## config.mk

```make
export PLATFORM = sky130hd
export DESIGN_NAME = core_wb_unit
export DESIGN_NICKNAME = d
export VERILOG_FILES = /design/src/rtl/core_wb_unit.sv
export SDC_FILE = /design/constraint.sdc
export NUM_CORES = 1
export LEC_CHECK = 0
export ABC_AREA = 1
export CAP_MARGIN = 10
export CORE_AREA = 4 4 314 316
export DETAILED_ROUTE_END_ITERATION = 10
export DIE_AREA = 0 0 318 320
export GPL_TIMING_DRIVEN = 1
export SLEW_MARGIN = 0
export SYNTH_ARGS = -nofsm -noshare
export SYNTH_HDL_FRONTEND = slang
export SYNTH_SLANG_ARGS = --single-unit
export TNS_END_PERCENT = 30
```

## constraint.sdc

```tcl
create_clock -name g_clk -period 2.9 [get_ports g_clk]
set_input_delay 0.725 -clock g_clk [delete_from_list [all_inputs] [get_ports g_clk]]
set_output_delay 0.725 -clock g_clk [all_outputs]
set_load 0.03 [all_outputs]
```

## src/rtl/core_wb_unit.sv

```systemverilog
// -----------------------------------------------------------------------------
// core_wb_unit
//
// Writeback stage that sits after execute. It retires one instruction at a
// time:
//   - GPR writeback of ALU, CSR or load results
//   - single-shot CSR access
//   - load data alignment and sign extension
//   - waiting for a data memory response, with a timeout
//   - arbitration of synchronous traps against interrupts, and the
//     control-flow redirect handshake (cf_valid / cf_ack)
//
// Parameters
//   XLEN         datapath width, 32 or 64
//   RSP_TIMEOUT  maximum MEMW cycles without a response before an
//                access-fault trap (>= 1)
//
// Optional feature macro
//   WB_MISALIGN_TRAP_EN
//     Defined: an LSU address not aligned to its access size traps in ACT
//     (cause 4 load / 6 store, mtval = address) without touching memory.
//     Undefined: no alignment check; shifted load data is zero-filled above
//     the fetched bytes.
//
// Ports
//   g_clk, g_resetn            clock, async active-low reset
//   s3_*                       instruction from execute (valid/ready)
//   dmem_rsp_*, dmem_rdata     data memory response
//   csr_*                      single-cycle CSR access port
//   rd_*                       GPR write port
//   int_*                      interrupt request / acknowledge
//   mtvec_base                 synchronous exception vector
//   cf_valid/cf_ack/cf_target  redirect handshake
//   trap_*                     committed trap report
//   instr_ret                  instruction retired strobe
//
// FSM states
//   state  | meaning
//   IDLE   | no instruction held, ready for a new one
//   ACT    | instruction registered; priority evaluation and retire/CSR
//   MEMW   | load/store waiting for dmem response, timeout counter running
//   TRAP   | redirect requested, waiting for cf_ack to commit the trap
// -----------------------------------------------------------------------------
module core_wb_unit #(
    parameter int XLEN        = 64,
    parameter int RSP_TIMEOUT = 16
) (
    input  logic            g_clk,
    input  logic            g_resetn,
    input  logic            s3_valid,
    output logic            s3_ready,
    input  logic [XLEN-1:0] s3_pc,
    input  logic [31:0]     s3_instr,
    input  logic [XLEN-1:0] s3_wdata,
    input  logic [4:0]      s3_rd,
    input  logic [1:0]      s3_wb_sel,
    input  logic [6:0]      s3_lsu_op,
    input  logic [2:0]      s3_csr_op,
    input  logic [11:0]     s3_csr_addr,
    input  logic            s3_trap,
    input  logic [5:0]      s3_cause,
    input  logic            dmem_rsp_valid,
    input  logic            dmem_rsp_err,
    input  logic [XLEN-1:0] dmem_rdata,
    output logic            csr_en,
    output logic [2:0]      csr_op,
    output logic [11:0]     csr_addr,
    output logic [XLEN-1:0] csr_wdata,
    input  logic [XLEN-1:0] csr_rdata,
    input  logic            csr_error,
    output logic            rd_wen,
    output logic [4:0]      rd_addr,
    output logic [XLEN-1:0] rd_wdata,
    input  logic            int_pending,
    input  logic [5:0]      int_cause,
    input  logic [XLEN-1:0] int_tvec,
    output logic            int_ack,
    input  logic [XLEN-1:0] mtvec_base,
    output logic            cf_valid,
    input  logic            cf_ack,
    output logic [XLEN-1:0] cf_target,
    output logic            trap_valid,
    output logic            trap_int,
    output logic [5:0]      trap_cause,
    output logic [XLEN-1:0] trap_mtval,
    output logic [XLEN-1:0] trap_pc,
    output logic            instr_ret
);

    localparam int OW = $clog2(XLEN / 8);
    localparam int CW = $clog2(RSP_TIMEOUT + 1);

    localparam logic [XLEN-1:0] M8  = XLEN'(8'hFF);
    localparam logic [XLEN-1:0] M16 = XLEN'(16'hFFFF);
    localparam logic [XLEN-1:0] M32 = XLEN'(32'hFFFF_FFFF);

    typedef enum logic [1:0] {
        S_IDLE = 2'd0,
        S_ACT  = 2'd1,
        S_MEMW = 2'd2,
        S_TRAP = 2'd3
    } state_t;

    state_t state, state_nx;

    // Registered instruction fields
    logic [XLEN-1:0] r_pc;
    logic [31:0]     r_instr;
    logic [XLEN-1:0] r_wdata;
    logic [4:0]      r_rd;
    logic [1:0]      r_wb_sel;
    logic [6:0]      r_lsu_op;
    logic [2:0]      r_csr_op;
    logic [11:0]     r_csr_addr;
    logic            r_trap;
    logic [5:0]      r_cause;

    // Trap information latched when the FSM decides to enter TRAP
    logic            t_int;
    logic [5:0]      t_cause;
    logic [XLEN-1:0] t_mtval;
    logic [XLEN-1:0] t_tvec;

    logic [CW-1:0]   cnt;

    // Decision signals from the next-state logic
    logic            retire;
    logic            go_trap;
    logic            nx_int;
    logic [5:0]      nx_cause;
    logic [XLEN-1:0] nx_mtval;
    logic            csr_fire;
    logic            wb_from_csr;
    logic            wb_from_mem;
    logic            enter_memw;

    logic            is_load;
    logic            is_store;
    logic            is_lsu;
    logic            csr_acc;
    logic            accept;
    logic            in_trap;

    logic [XLEN-1:0] ld_sh;
    logic [XLEN-1:0] ld_data;

    assign is_load  = r_lsu_op[0];
    assign is_store = r_lsu_op[1];
    assign is_lsu   = is_load | is_store;
    assign csr_acc  = |r_csr_op;
    assign accept   = s3_valid & s3_ready;
    assign in_trap  = (state == S_TRAP);

`ifdef WB_MISALIGN_TRAP_EN
    logic [2:0] addr_lo;
    logic       misalign;

    assign addr_lo = r_wdata[2:0];

    // Double accesses fall back to word alignment on a 32-bit datapath.
    always_comb begin
        misalign = 1'b0;
        if (r_lsu_op[2]) begin
            misalign = 1'b0;
        end else if (r_lsu_op[3]) begin
            misalign = addr_lo[0];
        end else if (r_lsu_op[4] || (XLEN == 32 && r_lsu_op[5])) begin
            misalign = |addr_lo[1:0];
        end else if (r_lsu_op[5]) begin
            misalign = |addr_lo[2:0];
        end
    end
`endif

    // Load alignment: shift the addressed byte down to bit 0, then trim to
    // the access size. The shift zero-fills, so a misaligned access that
    // runs off the top of the bus word returns zeros for the missing bytes.
    always_comb begin
        ld_sh   = dmem_rdata >> {r_wdata[OW-1:0], 3'b000};
        ld_data = ld_sh;
        if (r_lsu_op[2]) begin
            ld_data = ld_sh & M8;
            if (r_lsu_op[6] && ld_sh[7]) ld_data = ld_data | ~M8;
        end else if (r_lsu_op[3]) begin
            ld_data = ld_sh & M16;
            if (r_lsu_op[6] && ld_sh[15]) ld_data = ld_data | ~M16;
        end else if (r_lsu_op[4] || (XLEN == 32 && r_lsu_op[5])) begin
            ld_data = ld_sh & M32;
            if (r_lsu_op[6] && ld_sh[31]) ld_data = ld_data | ~M32;
        end
    end

    // State register and datapath registers
    always_ff @(posedge g_clk or negedge g_resetn) begin
        if (!g_resetn) begin
            state <= S_IDLE;
        end else begin
            state <= state_nx;
        end
    end

    always_ff @(posedge g_clk or negedge g_resetn) begin
        if (!g_resetn) begin
            r_pc       <= '0;
            r_instr    <= '0;
            r_wdata    <= '0;
            r_rd       <= '0;
            r_wb_sel   <= '0;
            r_lsu_op   <= '0;
            r_csr_op   <= '0;
            r_csr_addr <= '0;
            r_trap     <= 1'b0;
            r_cause    <= '0;
            t_int      <= 1'b0;
            t_cause    <= '0;
            t_mtval    <= '0;
            t_tvec     <= '0;
            cnt        <= '0;
        end else begin
            if (accept) begin
                r_pc       <= s3_pc;
                r_instr    <= s3_instr;
                r_wdata    <= s3_wdata;
                r_rd       <= s3_rd;
                r_wb_sel   <= s3_wb_sel;
                r_lsu_op   <= s3_lsu_op;
                r_csr_op   <= s3_csr_op;
                r_csr_addr <= s3_csr_addr;
                r_trap     <= s3_trap;
                r_cause    <= s3_cause;
            end
            if (go_trap) begin
                t_int   <= nx_int;
                t_cause <= nx_cause;
                t_mtval <= nx_mtval;
                // The vector is captured here so a later drop of
                // int_pending cannot change the redirect target.
                if (nx_int) t_tvec <= int_tvec;
            end
            if (enter_memw) begin
                cnt <= '0;
            end else if (state == S_MEMW) begin
                cnt <= cnt + CW'(1);
            end
        end
    end

    // Next-state logic
    always_comb begin
        state_nx    = state;
        retire      = 1'b0;
        go_trap     = 1'b0;
        nx_int      = 1'b0;
        nx_cause    = '0;
        nx_mtval    = '0;
        csr_fire    = 1'b0;
        wb_from_csr = 1'b0;
        wb_from_mem = 1'b0;
        enter_memw  = 1'b0;

        case (state)
            S_IDLE: begin
                if (s3_valid) state_nx = S_ACT;
            end
            S_ACT: begin
                // Interrupts are deferred on LSU instructions so a memory
                // access is never abandoned halfway.
                if (int_pending && !is_lsu) begin
                    go_trap  = 1'b1;
                    nx_int   = 1'b1;
                    nx_cause = int_cause;
                end else if (r_trap) begin
                    go_trap  = 1'b1;
                    nx_cause = r_cause;
`ifdef WB_MISALIGN_TRAP_EN
                end else if (is_lsu && misalign) begin
                    go_trap  = 1'b1;
                    nx_cause = is_load ? 6'd4 : 6'd6;
                    nx_mtval = r_wdata;
`endif
                end else if (csr_acc) begin
                    csr_fire = 1'b1;
                    if (csr_error) begin
                        go_trap  = 1'b1;
                        nx_cause = 6'd2;
                        nx_mtval = XLEN'(r_instr);
                    end else begin
                        retire      = 1'b1;
                        wb_from_csr = 1'b1;
                    end
                end else if (is_lsu) begin
                    state_nx   = S_MEMW;
                    enter_memw = 1'b1;
                end else begin
                    retire = 1'b1;
                end
            end
            S_MEMW: begin
                // A good response in the timeout cycle still wins.
                if (dmem_rsp_valid && !dmem_rsp_err) begin
                    retire      = 1'b1;
                    wb_from_mem = is_load;
                end else if (dmem_rsp_err || cnt == CW'(RSP_TIMEOUT - 1)) begin
                    go_trap  = 1'b1;
                    nx_cause = is_load ? 6'd5 : 6'd7;
                    nx_mtval = r_wdata;
                end
            end
            S_TRAP: begin
                if (cf_ack) state_nx = S_IDLE;
            end
            default: state_nx = S_IDLE;
        endcase

        if (go_trap) begin
            state_nx = S_TRAP;
        end else if (retire) begin
            state_nx = s3_valid ? S_ACT : S_IDLE;
        end
    end

    // Output logic
    always_comb begin
        s3_ready   = (state == S_IDLE) || retire;
        csr_en     = csr_fire;
        csr_op     = r_csr_op;
        csr_addr   = r_csr_addr;
        csr_wdata  = r_wdata;

        rd_wen     = retire && (r_wb_sel != 2'b00) && (r_rd != 5'd0) && !is_store;
        rd_addr    = r_rd;
        rd_wdata   = r_wdata;
        if (wb_from_csr) begin
            rd_wdata = csr_rdata;
        end else if (wb_from_mem) begin
            rd_wdata = ld_data;
        end

        cf_valid   = in_trap;
        cf_target  = '0;
        trap_cause = '0;
        trap_mtval = '0;
        trap_pc    = '0;
        if (in_trap) begin
            cf_target  = t_int ? t_tvec : mtvec_base;
            trap_cause = t_cause;
            trap_mtval = t_mtval;
            trap_pc    = r_pc;
        end

        trap_valid = in_trap && cf_ack;
        trap_int   = trap_valid && t_int;
        int_ack    = trap_valid && t_int;
        instr_ret  = retire || (trap_valid && !t_int);
    end

endmodule

```

== After elaboration in Yosys (flattened, before gate mapping) ==
Cells that the tools add are included.

* Register bits after elaboration: 338
* Bits of input ports: 466
* Output and inout bits: 354
* Logic and storage cells: 127

* $add $sub $neg: 1
* Equality and inequality tests: 10
* Shifts and indexed selects: 1
* Muxes and demuxes: 71
* Bitwise operators: 2
* Reductions and logical operators: 26

{| class="wikitable"
|+ Operators with widths
! operator !! number
|-
| $mux 64 || 14
|-
| $mux 32 || 4
|-
| $pmux 64 s2 || 1
|-
| $shr 64x6->64 || 1
|-
| $mux 1 || 30
|-
| $ne 4x4->1 const B || 6
|-
| $mux 2 || 11
|-
| $mux 6 || 3
|-
| $pmux 6 s2 || 1
|-
| $logic_and 1x1->1 || 11
|-
| $mux 5 || 2
|-
| $reduce_bool 5->1 || 2
|-
| $reduce_and 7->1 || 1
|-
| $mux 3 || 2
|-
| $pmux 2 s3 || 1
|-
| $add 5x1->5 const B || 1
|-
| $eq 5x4->1 const B || 1
|-
| $eq 2x2->1 const B || 2
|-
| $logic_not 1->1 || 4
|-
| $pmux 1 s2 || 2
|-
| $reduce_bool 2->1 || 2
|-
| $logic_or 1x1->1 || 3
|-
| $reduce_or 3->1 || 1
|-
| $eq 2x1->1 const B || 1
|-
| other kinds (4) || 4
|}

== Depth between registers and ports, before layout ==
Gate-level depths: netlist of the first run.

* Depth in word-level cells: 9
* Gate-level depth with buffers: 15
* Mapped depth without buffers: 12

== Worst setup path after synthesis of the first run ==
OpenSTA, ideal clock, no wires.

* Path type: flip-flop to output port
* Start point: register state[1]
* End point: output port rd_wdata[7]
* Arrival time: 2.639 ns
* Required time: 2.175 ns
* Slack: -0.464 ns
* Stages on the path, launching flop included: 12
* Cells stage by stage: dfrtp_1 inv_1 ha_1 buf_2 nand2_1 nor2_1 nand2_1 inv_1 buf_2 buf_2 a21oi_1 a21oi_1

* Word-level cells in the longest chain between the ends: 4
* Elaborated cells on any way between the ends: 6
* Those cells by class: eq/ne (2); mux (4)

{| class="wikitable"
|+ RTL lines
! what !! RTL line !! RTL
|-
| start, declared || 104 || <nowiki>state_t state, state_nx;</nowiki>
|-
| start signal, assigned || 198 || <nowiki>state <= state_nx;</nowiki>
|-
| $eq 2x2->1 || 261 || <nowiki>case (state)</nowiki>
|-
| $mux 1 || 261 ||
|-
| $mux 64 || 335 || <nowiki>end else if (wb_from_mem) begin</nowiki>
|-
| $mux 64 (*) || 333 || <nowiki>if (wb_from_csr) begin</nowiki>
|-
| end, declared || 73 || <nowiki>output logic [XLEN-1:0] rd_wdata,</nowiki>
|}

Mark *: on every way between the ends. The rest lies on a longest branch, timed or not.

== Final worst setup path of the first run ==
* Start point: register r_wdata[0] (netlist: csr_wdata[0])
* End point: output port rd_wdata[52]

* Word-level cells in the longest chain between the ends: 8
* Elaborated cells on any way between the ends: 12
* Those cells by class: shift (1); mux (8); reduce/logical (3)

{| class="wikitable"
|+ RTL lines
! what !! RTL line !! RTL
|-
| start, declared || 109 || <nowiki>logic [XLEN-1:0] r_wdata;</nowiki>
|-
| start signal, assigned || 223 || <nowiki>r_wdata <= s3_wdata;</nowiki>
|-
| $shr 64x6->64 (*) || 179 || <nowiki>ld_sh = dmem_rdata >> {r_wdata[OW-1:0], 3'b000};</nowiki>
|-
| $logic_and 1x1->1 || 189 || <nowiki>if (r_lsu_op[6] && ld_sh[31]) ld_data = ld_data | ~M32;</nowiki>
|-
| $mux 64 || 189 ||
|-
| $mux 64 || 187 || <nowiki>end else if (r_lsu_op[4] || (XLEN == 32 && r_lsu_op[5])) begin</nowiki>
|-
| $mux 64 || 184 || <nowiki>end else if (r_lsu_op[3]) begin</nowiki>
|-
| $mux 64 (*) || 181 || <nowiki>if (r_lsu_op[2]) begin</nowiki>
|-
| $mux 64 (*) || 335 ||
|-
| $mux 64 (*) || 333 ||
|}

Marks and branches as above.

==> results.sh, run 1 <==
export IMPL_outcome="finished, violations left"
export IMPL_violations_in_the_final_reports="negative setup slack"
export IMPL_grt_antenna_before_repair=18
export IMPL_synth_fp_nets=3404
export IMPL_timing_critical_path_mode_cell="sky130_fd_sc_hd__buf_12"
export IMPL_post_synth_top_area_cell="sky130_fd_sc_hd__dfrtp_1"
export IMPL_warning_count_from_the_yosys_run=0
export IMPL_cp_slowest_cell="sky130_fd_sc_hd__dfrtp_2"
export IMPL_path_max_fanout=9
export IMPL_detail_route_wirelength_um=112000
export IMPL_slew_headroom_pct=57.4
export IMPL_grt_overflow_total=0
export IMPL_power_per_cell_area_mw_per_mm2=1090
export IMPL_synth_cell_types=39
export IMPL_num_vias=23656
export IMPL_max_freq_ghz=0.288
export IMPL_synthesis_instances=2930
export IMPL_synthTopCellsByCount="sky130_fd_sc_hd__nand2_1 (1384), sky130_fd_sc_hd__dfrtp_1 (337), sky130_fd_sc_hd__inv_1 (266)"
export IMPL_cts_clk_slew_worst_paths_ns=0.06
export IMPL_placed_cells=5084
export IMPL_gp_congestion=0.990
export IMPL_timing_setup_critical_path_class="flip-flop to primary output"
export IMPL_drt_pass1_iter_count=5
export IMPL_seq_power_share_pct=21.1
export IMPL_vias_in_the_first_global_route=23134
export IMPL_finish_net_count=4389
export IMPL_synth_area_leaders="sky130_fd_sc_hd__dfrtp_1 (43%), sky130_fd_sc_hd__nand2_1 (27%), sky130_fd_sc_hd__o21ai_0 (5.4%)"
export IMPL_synth_ff_latch_count=337
export IMPL_syn2layout_area_growth_pct=76.5
export IMPL_slew_worst_pin_ns=0.634
export IMPL_final_min_clock_period_ns=3.47
export IMPL_detailedPlace_worstSlack_ns=-1.01
export IMPL_clkSinkCount=337
export IMPL_clk_root_buffer_cell="sky130_fd_sc_hd__clkbuf_16"
export IMPL_synth_top_cell_area_share_pct=43.3
export IMPL_postRouteAntennaNets=0
export IMPL_placeable_core_area_mm2=0.0960
export IMPL_floorplan_initialDensity_pct=20.3
export IMPL_cts_inserted_buffers=43
export IMPL_intPower_mw=19.3
export IMPL_timing_hold_violations_final=0
export IMPL_critical_path_required_ns=2.17
export IMPL_cp_cell_sequence="inv_4, buf_12, buf_8, o21ai_4, nand2_2, nand3_2, nand2_4, a31oi_4, buf_12, buf_12, buf_16, nand2_1, nand2_1, nand2_2, buf_6"
export IMPL_synth_area_mm2=0.0195
export IMPL_cts_buffer_depth=3
export IMPL_startpoint_type="flip-flop"
export IMPL_drc=0
export IMPL_slew_viol_final=0
export IMPL_p_leak_nw=17.5
export IMPL_hold_worst_slack_ns=0.0535
export IMPL_dp_hpwl_um=85000
export IMPL_fin_skew_ns=0.0225
export IMPL_comb_power_share_pct=64.1
export IMPL_grt_first_pass_wirelength_um=160000
export IMPL_clockPowerShare_pct=14.8
export IMPL_power_ir_vdd_worst_mv=0.848
export IMPL_critical_path_arrival_ns=2.74
export IMPL_groute_usage_overall_pct=20.9
export IMPL_wl_per_cell_um=21.4
export IMPL_synth_edff_count=0
export IMPL_die_w_um=318
export IMPL_numPortBuffers=818
export IMPL_violation_count_after_the_first_detailed_route_iteration=2183
export IMPL_postCtsHoldBufs=0
export IMPL_rsz_0062_raised_after_global_routing="true"
export IMPL_synthFlopType="sky130_fd_sc_hd__dfrtp_1"
export IMPL_die_height_um=320
export IMPL_async_reset_ff_share_pct=100
export IMPL_layout_worst_path_cycle_share_pct=120
export IMPL_holdCritPathClass="primary input to async pin"
export IMPL_synth_avg_cell_area_um2=6.64
export IMPL_final_core_utilization_pct=35.8
export IMPL_tritoncts_clock_tree="built"
export IMPL_setup_slack_ns=-0.567
export IMPL_rows=114
export IMPL_synth_most_common_cell="sky130_fd_sc_hd__nand2_1"
export IMPL_p_sw_share_pct=48.6
export IMPL_floorplan_die_area_mm2=0.102
export IMPL_synth_seq_area_share_pct=43.3
export IMPL_finalNonFillerCells=5235
export IMPL_worstSkewPairLatency_ns=0.59
export IMPL_max_stage_delay_ns=0.45
export IMPL_cp_end_kind="primary output"
export IMPL_largest_net_degree_at_the_start_of_global_routing=66
export IMPL_max_cap_violations=0
export IMPL_setup_viol=157
export IMPL_cts_htree_levels=2
export IMPL_top_level_ports=820
export IMPL_multi_input_area_mm2=0.00994
export IMPL_avgViaCountPerCell=4.52
export IMPL_ratio_of_cells_with_drive_above_1_in_the_final_layout_pct=20.7
export IMPL_seq_area_mm2=0.00844
export IMPL_filler_cell_count=10071
export IMPL_power_switching_mw=18.2
-- flip-flops by register name, summed over array words and instances, names as in the netlist --
register,flops
csr_addr,12
csr_op,3
t_tvec,64
csr_wdata,64
t_mtval,64
r_lsu_op,6
r_cause,6
t_cause,6
rd_addr,5
r_wb_sel,2
cnt,5
r_pc,64
state,2
t_int,1
r_trap,1
r_instr,32
-- through the flow --
step	total power [mW]	area, um2	setup TNS (ns)
2_1_floorplan	18.9	19500	-0.0108
3_3_place_gp	29.2	31000	-38.81
3_5_place_dp	29.3	31000	-42.04
4_1_cts	37.1	34000	-83.98
5_1_grt	39.7	34400	-73.29
6_report	37.5	34400	-54.72
-- layer usage --
metal / track usage [%] / vias to the layer above / share of wire, %
met2: 32.8 / 992 / 45
met4: 5.88 / 0 / 2.7
li1: - / 11079 / -
met5: 0 / - / 0
met3: 4.58 / 143 / 7.8
met1: 29.0 / 11442 / 44
-- critical path, delay by kind of cell (launching register included) --
kind | cells | cell delay, ns
and+or+nand+nor | 6 | 0.44
buffers and inverters | 7 | 0.92
DFF | 1 | 0.45
AOI/OAI and AO/OA | 2 | 0.32
-- layout make-up --
| cell class | instances | share of cell area (%) |
|---|---|---|
| clock buffer | 63 | 3.67 |
| multi-input combinational | 2117 | 28.9 |
| tap | 1276 | 4.65 |
| inverter | 269 | 2.99 |
| clock inverter | 13 | 0.470 |
| antenna | 13 | 0.0947 |
| timing repair buffer | 1147 | 34.6 |
| sequential | 337 | 24.6 |
-- layout by cell type (no fill, tap or decap), types with 9 or more instances in the layout --
cell type and n:
sky130_fd_sc_hd__buf_4 289, sky130_fd_sc_hd__buf_16 12, sky130_fd_sc_hd__nand3_1 103, sky130_fd_sc_hd__o21ai_2 10
sky130_fd_sc_hd__dfrtp_1 335, sky130_fd_sc_hd__clkbuf_16 48, sky130_fd_sc_hd__clkbuf_8 9, sky130_fd_sc_hd__buf_12 82
sky130_fd_sc_hd__nand2_4 40, sky130_fd_sc_hd__nor2_1 160, sky130_fd_sc_hd__nand2_1 1228, sky130_fd_sc_hd__buf_8 12
sky130_fd_sc_hd__o31ai_1 33, sky130_fd_sc_hd__o21ai_0 183, sky130_fd_sc_hd__clkdlybuf4s50_1 615, sky130_fd_sc_hd__o21ai_1 26
sky130_fd_sc_hd__nand2_2 118, sky130_fd_sc_hd__buf_6 74, sky130_fd_sc_hd__o211ai_1 33, sky130_fd_sc_hd__a21oi_1 73
sky130_fd_sc_hd__clkbuf_1 10, sky130_fd_sc_hd__nand3_2 10, sky130_fd_sc_hd__o22ai_1 33, sky130_fd_sc_hd__inv_1 260
sky130_fd_sc_hd__diode_2 13, sky130_fd_sc_hd__buf_2 32
-- final timing paths --
| check | start | endpoint | slack (ns) | depth (start not counted) |
|---|---|---|---|---|
| worst max-delay path | csr_wdata[0]$_DFFE_PN0P_ | rd_wdata[52] | -0.57 | 15 |
| worst min-delay path | g_resetn | csr_addr[0]$_DFFE_PN0P_ | 0.05 | 1 |
| min in group g_clk | t_tvec[60]$_DFFE_PN0P_ | t_tvec[60]$_DFFE_PN0P_ | 0.47 | 2 |
| max in group asynchronous | g_resetn | csr_wdata[46]$_DFFE_PN0P_ | 2.00 | 3 |
| worst max register to register | state[0]$_DFFE_PN0P_ | r_instr[12]$_DFFE_PN0P_ | 0.40 | 13 |
| worst min register to register | t_tvec[60]$_DFFE_PN0P_ | t_tvec[60]$_DFFE_PN0P_ | 0.47 | 2 |
-- kinds of logic after synthesis --
| kind of cell | synth area share [%] |
|---|---|
| flip-flops | 43.3 |
| adder cells (fa/ha/maj) | 0.514 |
| AO/OA/AOI/OAI | 12.1 |
| XOR/XNOR | 0.0900 |
| buffers and inverters | 10.3 |
| AND/OR/NAND/NOR | 33.6 |
| multiplexers | 0.0514 |
-- power groups by stage --
stage          clock (mW)  sequential [mW]  combinational, mW
2_1_floorplan           0             8.69               10.2
3_3_place_gp            0             7.86               21.4
3_5_place_dp            0             7.90               21.4
4_1_cts              5.74             7.87               23.5
5_1_grt              5.91             8.11               25.7
6_report             5.57             7.91               24.1
-- what timing repair did --
action | in CTS | in global routing
resized for setup | 388 | 290
setup endpoints to repair | 241 | 229
buffers inserted | 41 | 7
pin swaps | 41 | 45
gates cloned | 14 | 4
(Power assumes the default switching activity.)
==> inputs of run 2 (changes only) <==
--- a/config.mk
+++ b/config.mk
@@ -5,7 +5,6 @@
 export SDC_FILE = /design/constraint.sdc
 export NUM_CORES = 1
 export LEC_CHECK = 0
-export ABC_AREA = 1
 export CAP_MARGIN = 10
 export CORE_AREA = 4 4 314 316
 export DETAILED_ROUTE_END_ITERATION = 10
==> run 2 against run 1 <==
Net effect:
- the flow still finishes with violations (negative setup slack)
- core utilization decreased by 0.92 points
- worst hold slack improved by 0.037 ns
- sequential share of layout area increased by 0.66 points
- critical endpoint is now rd_wdata[62]
- largest power group unchanged
==> results.sh, run 2 <==
export IMPL_outcome="finished, violations left"
export IMPL_violations_in_the_final_reports="negative setup slack"
export IMPL_detail_route_wirelength_met1_um=40300
export IMPL_rows=114
export IMPL_hold_worst_slack_ns=0.0906
export IMPL_postRouteAntennaNets=0
export IMPL_place_area_mm2=0.0302
export IMPL_syn2layout_area_growth_pct=75.9
export IMPL_synth_ff_latch_count=337
export IMPL_cp_slowest_cell="sky130_fd_sc_hd__clkdlybuf4s50_1"
export IMPL_setup_slack_ns=-0.709
export IMPL_p_total_mw=39.4
export IMPL_synth_top_cell_area_share_pct=44.3
export IMPL_layout_worst_path_cycle_share_pct=124
export IMPL_synth_cell_types=63
export IMPL_grt_first_pass_wirelength_um=135000
export IMPL_worst_r2r_cell_count=13
export IMPL_finish_net_count=3153
export IMPL_cts_clk_slew_worst_paths_ns=0.06
export IMPL_routed_wl_met3_um=6920
export IMPL_violation_count_after_the_first_detailed_route_iteration=994
export IMPL_totalNegativeSetupSlack_ns=-41.00
export IMPL_cp_end_kind="primary output"
export IMPL_final_min_clock_period_ns=3.61
export IMPL_p_leak_nw=14.6
export IMPL_final_cell_mix="sky130_fd_sc_hd__clkdlybuf4s50_1 (542), sky130_fd_sc_hd__dfrtp_1 (332), sky130_fd_sc_hd__buf_4 (276)"
export IMPL_top_level_ports=820
export IMPL_ratio_of_cells_with_drive_above_1_in_the_final_layout_pct=41.3
export IMPL_synth_fp_nets=2175
export IMPL_cp_top_family="buffers and inverters"
export IMPL_seq_area_mm2=0.00844
export IMPL_synth_most_common_cell="sky130_fd_sc_hd__dfrtp_1"
export IMPL_gp_congestion=1.01
export IMPL_synth_area_leaders="sky130_fd_sc_hd__dfrtp_1 (44%), sky130_fd_sc_hd__mux2_4 (12%), sky130_fd_sc_hd__mux2_2 (9.2%)"
export IMPL_critical_path_required_ns=2.17
export IMPL_layout_cell_area_non_filler_mm2=0.0335
export IMPL_die_height_um=320
export IMPL_warning_count_from_the_yosys_run=0
export IMPL_holdCritPathClass="primary input to async pin"
export IMPL_max_stage_delay_ns=0.53
export IMPL_drc=0
export IMPL_floorplan_initialDensity_pct=19.8
export IMPL_critical_path_arrival_ns=2.88
export IMPL_avgViaCountPerCell=4.43
export IMPL_async_reset_ff_share_pct=100
export IMPL_worstPathBufferInverterCount=5
export IMPL_clk_root_buffer_cell="sky130_fd_sc_hd__clkbuf_16"
export IMPL_power_ir_vdd_worst_mv=0.719
export IMPL_tritoncts_clock_tree="built"
export IMPL_clkSinkCount=337
export IMPL_slew_viol_final=0
export IMPL_synth_seq_area_share_pct=44.3
export IMPL_synth_area_mm2=0.0190
export IMPL_numPortBuffers=818
export IMPL_largest_net_degree_at_the_start_of_global_routing=62
export IMPL_floorplan_die_area_mm2=0.102
export IMPL_groute_usage_overall_pct=17.8
export IMPL_die_w_um=318
export IMPL_startpoint_type="primary input"
export IMPL_dp_hpwl_um=75000
export IMPL_vias_in_the_first_global_route=18299
export IMPL_power_per_cell_area_mw_per_mm2=1180
export IMPL_post_synth_top_area_cell="sky130_fd_sc_hd__dfrtp_1"
export IMPL_timing_critical_path_mode_cell="sky130_fd_sc_hd__buf_6"
export IMPL_num_vias=17695
export IMPL_placeable_core_area_mm2=0.0960
export IMPL_worstSkewPairLatency_ns=0.60
export IMPL_synthTopCellsByCount="sky130_fd_sc_hd__dfrtp_1 (337), sky130_fd_sc_hd__mux2_2 (156), sky130_fd_sc_hd__mux2_4 (150)"
export IMPL_final_core_utilization_pct=34.9
export IMPL_synthesis_instances=1701
export IMPL_cts_htree_levels=2
export IMPL_cp_cell_sequence="clkdlybuf4s50_1, mux2_2, o22ai_4, o31ai_4, buf_6, buf_4, nor2_4, buf_12, a31oi_2, buf_6"
export IMPL_layout_commonest_cell="sky130_fd_sc_hd__clkdlybuf4s50_1"
export IMPL_ff_to_ff_end="r_lsu_op[3]$_DFFE_PN0P_"
export IMPL_synth_avg_cell_area_um2=11.2
export IMPL_timing_setup_critical_path_class="primary input to primary output"
export IMPL_path_max_fanout=15
export IMPL_slew_headroom_pct=30.7
export IMPL_detail_route_wirelength_um=96000
export IMPL_grt_antenna_before_repair=19
export IMPL_drt_pass1_iter_count=5
export IMPL_cts_buffer_depth=3
export IMPL_setup_viol=95
export IMPL_placed_cells=3866
export IMPL_regToRegSetupSlack_ns=0.20
export IMPL_topRoutingLayerUsed="met5"
export IMPL_filler_cell_count=9605
export IMPL_synth_edff_count=0
export IMPL_fin_skew_ns=0.0304
export IMPL_detailroute_wirelength_met2_um=46200
export IMPL_regToRegStartpoint="state[1]$_DFFE_PN0P_"
export IMPL_wl_per_cell_um=24.0
export IMPL_max_freq_ghz=0.277
export IMPL_multi_input_area_mm2=0.0111
export IMPL_finalNonFillerCells=3994
export IMPL_detailedPlace_worstSlack_ns=-1.26
export IMPL_grt_overflow_total=0
export IMPL_max_cap_violations=0
export IMPL_rsz_0062_raised_after_global_routing="true"
export IMPL_cts_inserted_buffers=43
export IMPL_synthFlopType="sky130_fd_sc_hd__dfrtp_1"
export IMPL_timing_hold_violations_final=0
export IMPL_slew_worst_pin_ns=1.04
[run 2: changes by cell type after synthesis, sizes merged, moves of 38 or more]
cell,change
nand2,-1270
mux2,+307
inv,-260
and2,+143
nor2,-141
nand3,-108
o21ai,-91
mux2i,+81
nor2b,+78
a22oi,+45
or3,+42
buf,-38
[run 2: routing by layer]
layer / global-route usage (%) / vias up
met5: 0 / -
met4: 4.74 / 14
met3: 4.59 / 139
met2: 29.7 / 655
met1: 22.8 / 8824
li1: - / 8063
[run 2: area by class of cell]
type / count / area share [%]
antenna: 10 / 0.0747
clock buffer: 56 / 3.57
clock inverter: 18 / 0.755
inverter: 8 / 0.0972
multi-input combinational: 1211 / 33.1
sequential: 337 / 25.2
tap: 1276 / 4.77
timing repair buffer: 1078 / 32.4
[run 2: logic make-up after synthesis]
logic type      Yosys count  share of synthesized area [%]
xor+xnor                  3                          0.138
mux                     393                           25.9
compound gates          360                           12.4
fa+ha+maj                 8                          0.526
flops                   337                           44.3
buf+inv                 153                           3.97
simple gates            447                           12.8
[run 2: timing repair]
action / CTS / global route
resized for setup: 617 / 149
endpoints found under the setup margin: 171 / 217
pin swaps: 46 / 24
buffers inserted: 26 / 14
endpoints found under the hold margin: 0 / 0
hold buffers: 0 / 0
cloned: 5 / 5
[run 2: report_power, final]
part           total [mW]  leakage (nW)  internal [mW]  switching (mW)
registers            9.12          4.13           6.89            2.22
logic                24.8          9.71           12.0            12.8
clock network        5.55         0.718           3.28            2.27
[run 2: how the worst max path moves through the flow]
stage / startpoint / cells after the start / to
2_1_floorplan: csr_wdata[1]$_DFFE_PN0P_ / 8 / rd_wdata[62]
3_3_place_gp: dmem_rdata[39] / 8 / rd_wdata[30]
3_5_place_dp: dmem_rdata[39] / 8 / rd_wdata[30]
4_1_cts: state[1]$_DFFE_PN0P_ / 10 / rd_wdata[57]
5_1_grt: csr_wdata[0]$_DFFE_PN0P_ / 9 / rd_wdata[59]
6_report: dmem_rdata[47] / 10 / rd_wdata[62]
==> inputs of run 3 (changes only) <==
--- a/config.mk
+++ b/config.mk
@@ -6,10 +6,14 @@
 export NUM_CORES = 1
 export LEC_CHECK = 0
 export CAP_MARGIN = 10
+export CELL_PAD_IN_SITES_DETAIL_PLACEMENT = 1
+export CELL_PAD_IN_SITES_GLOBAL_PLACEMENT = 1
 export CORE_AREA = 4 4 314 316
 export DETAILED_ROUTE_END_ITERATION = 10
 export DIE_AREA = 0 0 318 320
 export GPL_TIMING_DRIVEN = 1
+export HOLD_SLACK_MARGIN = 0.08
+export PLACE_DENSITY_LB_ADDON = 0.1
 export SLEW_MARGIN = 0
 export SYNTH_ARGS = -nofsm -noshare
 export SYNTH_HDL_FRONTEND = slang
==> run 3 against run 2 <==
Net effect:
- largest power group unchanged
- critical endpoint is now rd_wdata[59]
- the run still ends with negative setup slack left
- non-clock buffer count up 84
- die area unchanged
- register-to-register slack about the same
- global-route usage up 2.9 points
- critical path depth down 1
- fmax down 0.49%
- sequential power down 0.9%
- worst hold slack worse by 0.0059 ns
- power up 7.0%
- sequential share of layout area down 1.6 points
- via count up 3.5%
==> results.sh, run 3 (synthesis gave the netlist of run 2 again) <==
export IMPL_outcome="finished, violations left"
export IMPL_violations_in_the_final_reports="negative setup slack"
export IMPL_ff_to_ff_end="r_instr[11]$_DFFE_PN0P_"
export IMPL_grt_first_pass_wirelength_um=154000
export IMPL_drt_pass1_iter_count=6
export IMPL_worstPathBufferInverterCount=4
export IMPL_startpoint_type="primary input"
export IMPL_numPortBuffers=818
export IMPL_worstSkewPairLatency_ns=0.59
export IMPL_layout_worst_path_cycle_share_pct=125
export IMPL_placed_cells=3881
export IMPL_clkSinkCount=337
export IMPL_vias_in_the_first_global_route=20297
export IMPL_place_area_mm2=0.0309
export IMPL_detail_route_wirelength_um=112000
export IMPL_syn2layout_area_growth_pct=87.5
export IMPL_final_cell_mix="sky130_fd_sc_hd__clkdlybuf4s50_1 (542), sky130_fd_sc_hd__dfrtp_1 (333), sky130_fd_sc_hd__buf_4 (235)"
export IMPL_cts_inserted_buffers=46
export IMPL_violation_count_after_the_first_detailed_route_iteration=864
export IMPL_cp_cell_sequence="clkdlybuf4s50_1, mux2_4, a221oi_4, nor4_4, buf_6, a2111oi_4, buf_6, a21oi_4, buf_6"
export IMPL_gp_congestion=0.881
export IMPL_dp_hpwl_um=84900
export IMPL_final_min_clock_period_ns=3.63
export IMPL_p_leak_nw=15.5
export IMPL_grt_overflow_total=0
export IMPL_largest_net_degree_at_the_start_of_global_routing=85
export IMPL_drc=0
export IMPL_tritoncts_clock_tree="built"
export IMPL_setup_slack_ns=-0.726
export IMPL_fin_skew_ns=0.0261
export IMPL_groute_usage_overall_pct=20.6
export IMPL_timing_critical_path_mode_cell="sky130_fd_sc_hd__buf_6"
export IMPL_totalNegativeSetupSlack_ns=-46.34
export IMPL_postRouteAntennaNets=0
export IMPL_regToRegStartpoint="state[1]$_DFFE_PN0P_"
export IMPL_cp_end_kind="primary output"
export IMPL_layout_commonest_cell="sky130_fd_sc_hd__clkdlybuf4s50_1"
export IMPL_placeable_core_area_mm2=0.0960
export IMPL_holdCritPathClass="primary input to async pin"
export IMPL_rows=114
export IMPL_rsz_0062_raised_after_global_routing="true"
export IMPL_floorplan_die_area_mm2=0.102
export IMPL_power_ir_vdd_worst_mv=0.574
export IMPL_timing_hold_violations_final=0
export IMPL_avgViaCountPerCell=4.46
export IMPL_cts_buffer_depth=3
export IMPL_worst_r2r_cell_count=12
export IMPL_max_stage_delay_ns=0.46
export IMPL_critical_path_arrival_ns=2.90
export IMPL_ratio_of_cells_with_drive_above_1_in_the_final_layout_pct=44.5
export IMPL_die_height_um=320
export IMPL_cts_clk_slew_worst_paths_ns=0.06
export IMPL_clk_root_buffer_cell="sky130_fd_sc_hd__clkbuf_16"
export IMPL_power_per_cell_area_mw_per_mm2=1180
export IMPL_cp_top_family="buffers and inverters"
export IMPL_cts_htree_levels=2
export IMPL_detailedPlace_worstSlack_ns=-0.997
export IMPL_p_total_mw=42.2
export IMPL_grt_antenna_before_repair=41
export IMPL_finish_net_count=3240
export IMPL_top_level_ports=820
export IMPL_max_cap_violations=0
export IMPL_setup_viol=157
export IMPL_regToRegSetupSlack_ns=0.19
export IMPL_num_vias=18308
export IMPL_slew_headroom_pct=31.7
export IMPL_critical_path_required_ns=2.17
export IMPL_wl_per_cell_um=27.3
export IMPL_layout_cell_area_non_filler_mm2=0.0357
export IMPL_max_freq_ghz=0.276
export IMPL_floorplan_initialDensity_pct=19.8
export IMPL_finalNonFillerCells=4106
export IMPL_die_w_um=318
export IMPL_hold_worst_slack_ns=0.0847
export IMPL_path_max_fanout=7
export IMPL_cp_slowest_cell="sky130_fd_sc_hd__clkdlybuf4s50_1"
export IMPL_timing_setup_critical_path_class="primary input to primary output"
export IMPL_final_core_utilization_pct=37.2
export IMPL_slew_worst_pin_ns=1.02
export IMPL_slew_viol_final=0
run 3: changes by cell type in the layout (fill, tap and decap cells not counted), sizes merged:
cell and change:
clkdlybuf4s15 +40, diode +18, buf -3, dlymetal6s2s +5
clkinvlp +1, clkinv -4, clkbuf +55
run 3: layout make-up:
class,count,area [um2]
clock inverters,15,204
clock buffers,69,1380
well taps,1276,1600
diodes,28,70.1
fillers,10317,60300
flip-flops and latches,337,8440
repair buffers,1162,12500
inverters,8,32.5
multi-input cells,1211,11500
run 3: worst max path at each step:
stage,cells past startpoint,to,from
6_report,9,rd_wdata[59],dmem_rdata[47]
5_1_grt,9,rd_wdata[63],csr_wdata[0]$_DFFE_PN0P_
4_1_cts,10,rd_wdata[63],csr_wdata[0]$_DFFE_PN0P_
3_5_place_dp,9,rd_wdata[38],int_pending
3_3_place_gp,7,rd_wdata[14],dmem_rdata[38]
2_1_floorplan,8,rd_wdata[62],csr_wdata[1]$_DFFE_PN0P_
run 3: worst reg2reg max path: stages, from the launching register on:
cell,delay (ns)
sky130_fd_sc_hd__dfrtp_1,0.40
sky130_fd_sc_hd__buf_6,0.13
sky130_fd_sc_hd__ha_4,0.16
sky130_fd_sc_hd__and3b_2,0.20
sky130_fd_sc_hd__buf_4,0.13
sky130_fd_sc_hd__buf_4,0.12
sky130_fd_sc_hd__buf_4,0.13
sky130_fd_sc_hd__o21ai_4,0.16
sky130_fd_sc_hd__buf_6,0.17
sky130_fd_sc_hd__a21bo_4,0.16
sky130_fd_sc_hd__buf_12,0.18
sky130_fd_sc_hd__buf_12,0.26
sky130_fd_sc_hd__mux2_2,0.40
run 3: power by group:
part / total [mW] / switching (mW) / internal, mW / leakage, nW
Clock: 5.98 / 2.34 / 3.64 / 0.780
Sequential: 9.04 / 2.15 / 6.89 / 4.13
Combinational: 27.2 / 13.8 / 13.4 / 10.5
run 3: layer usage:
metal | GRT usage, % | wire, um | vias to the layer above
li1 | - | - | 8264
met1 | 24.0 | 45200 | 9298
met2 | 35.8 | 56200 | 562
met3 | 5.40 | 6610 | 172
met4 | 8.95 | 4200 | 12
met5 | 0 | 80 | -
run 3: timing repair:
item	in CTS	in global routing
endpoints found under the setup margin	215	271
resized for setup	563	536
gates cloned	12	11
hold buffers	0	0
pin swaps	61	52
setup buffers	76	34
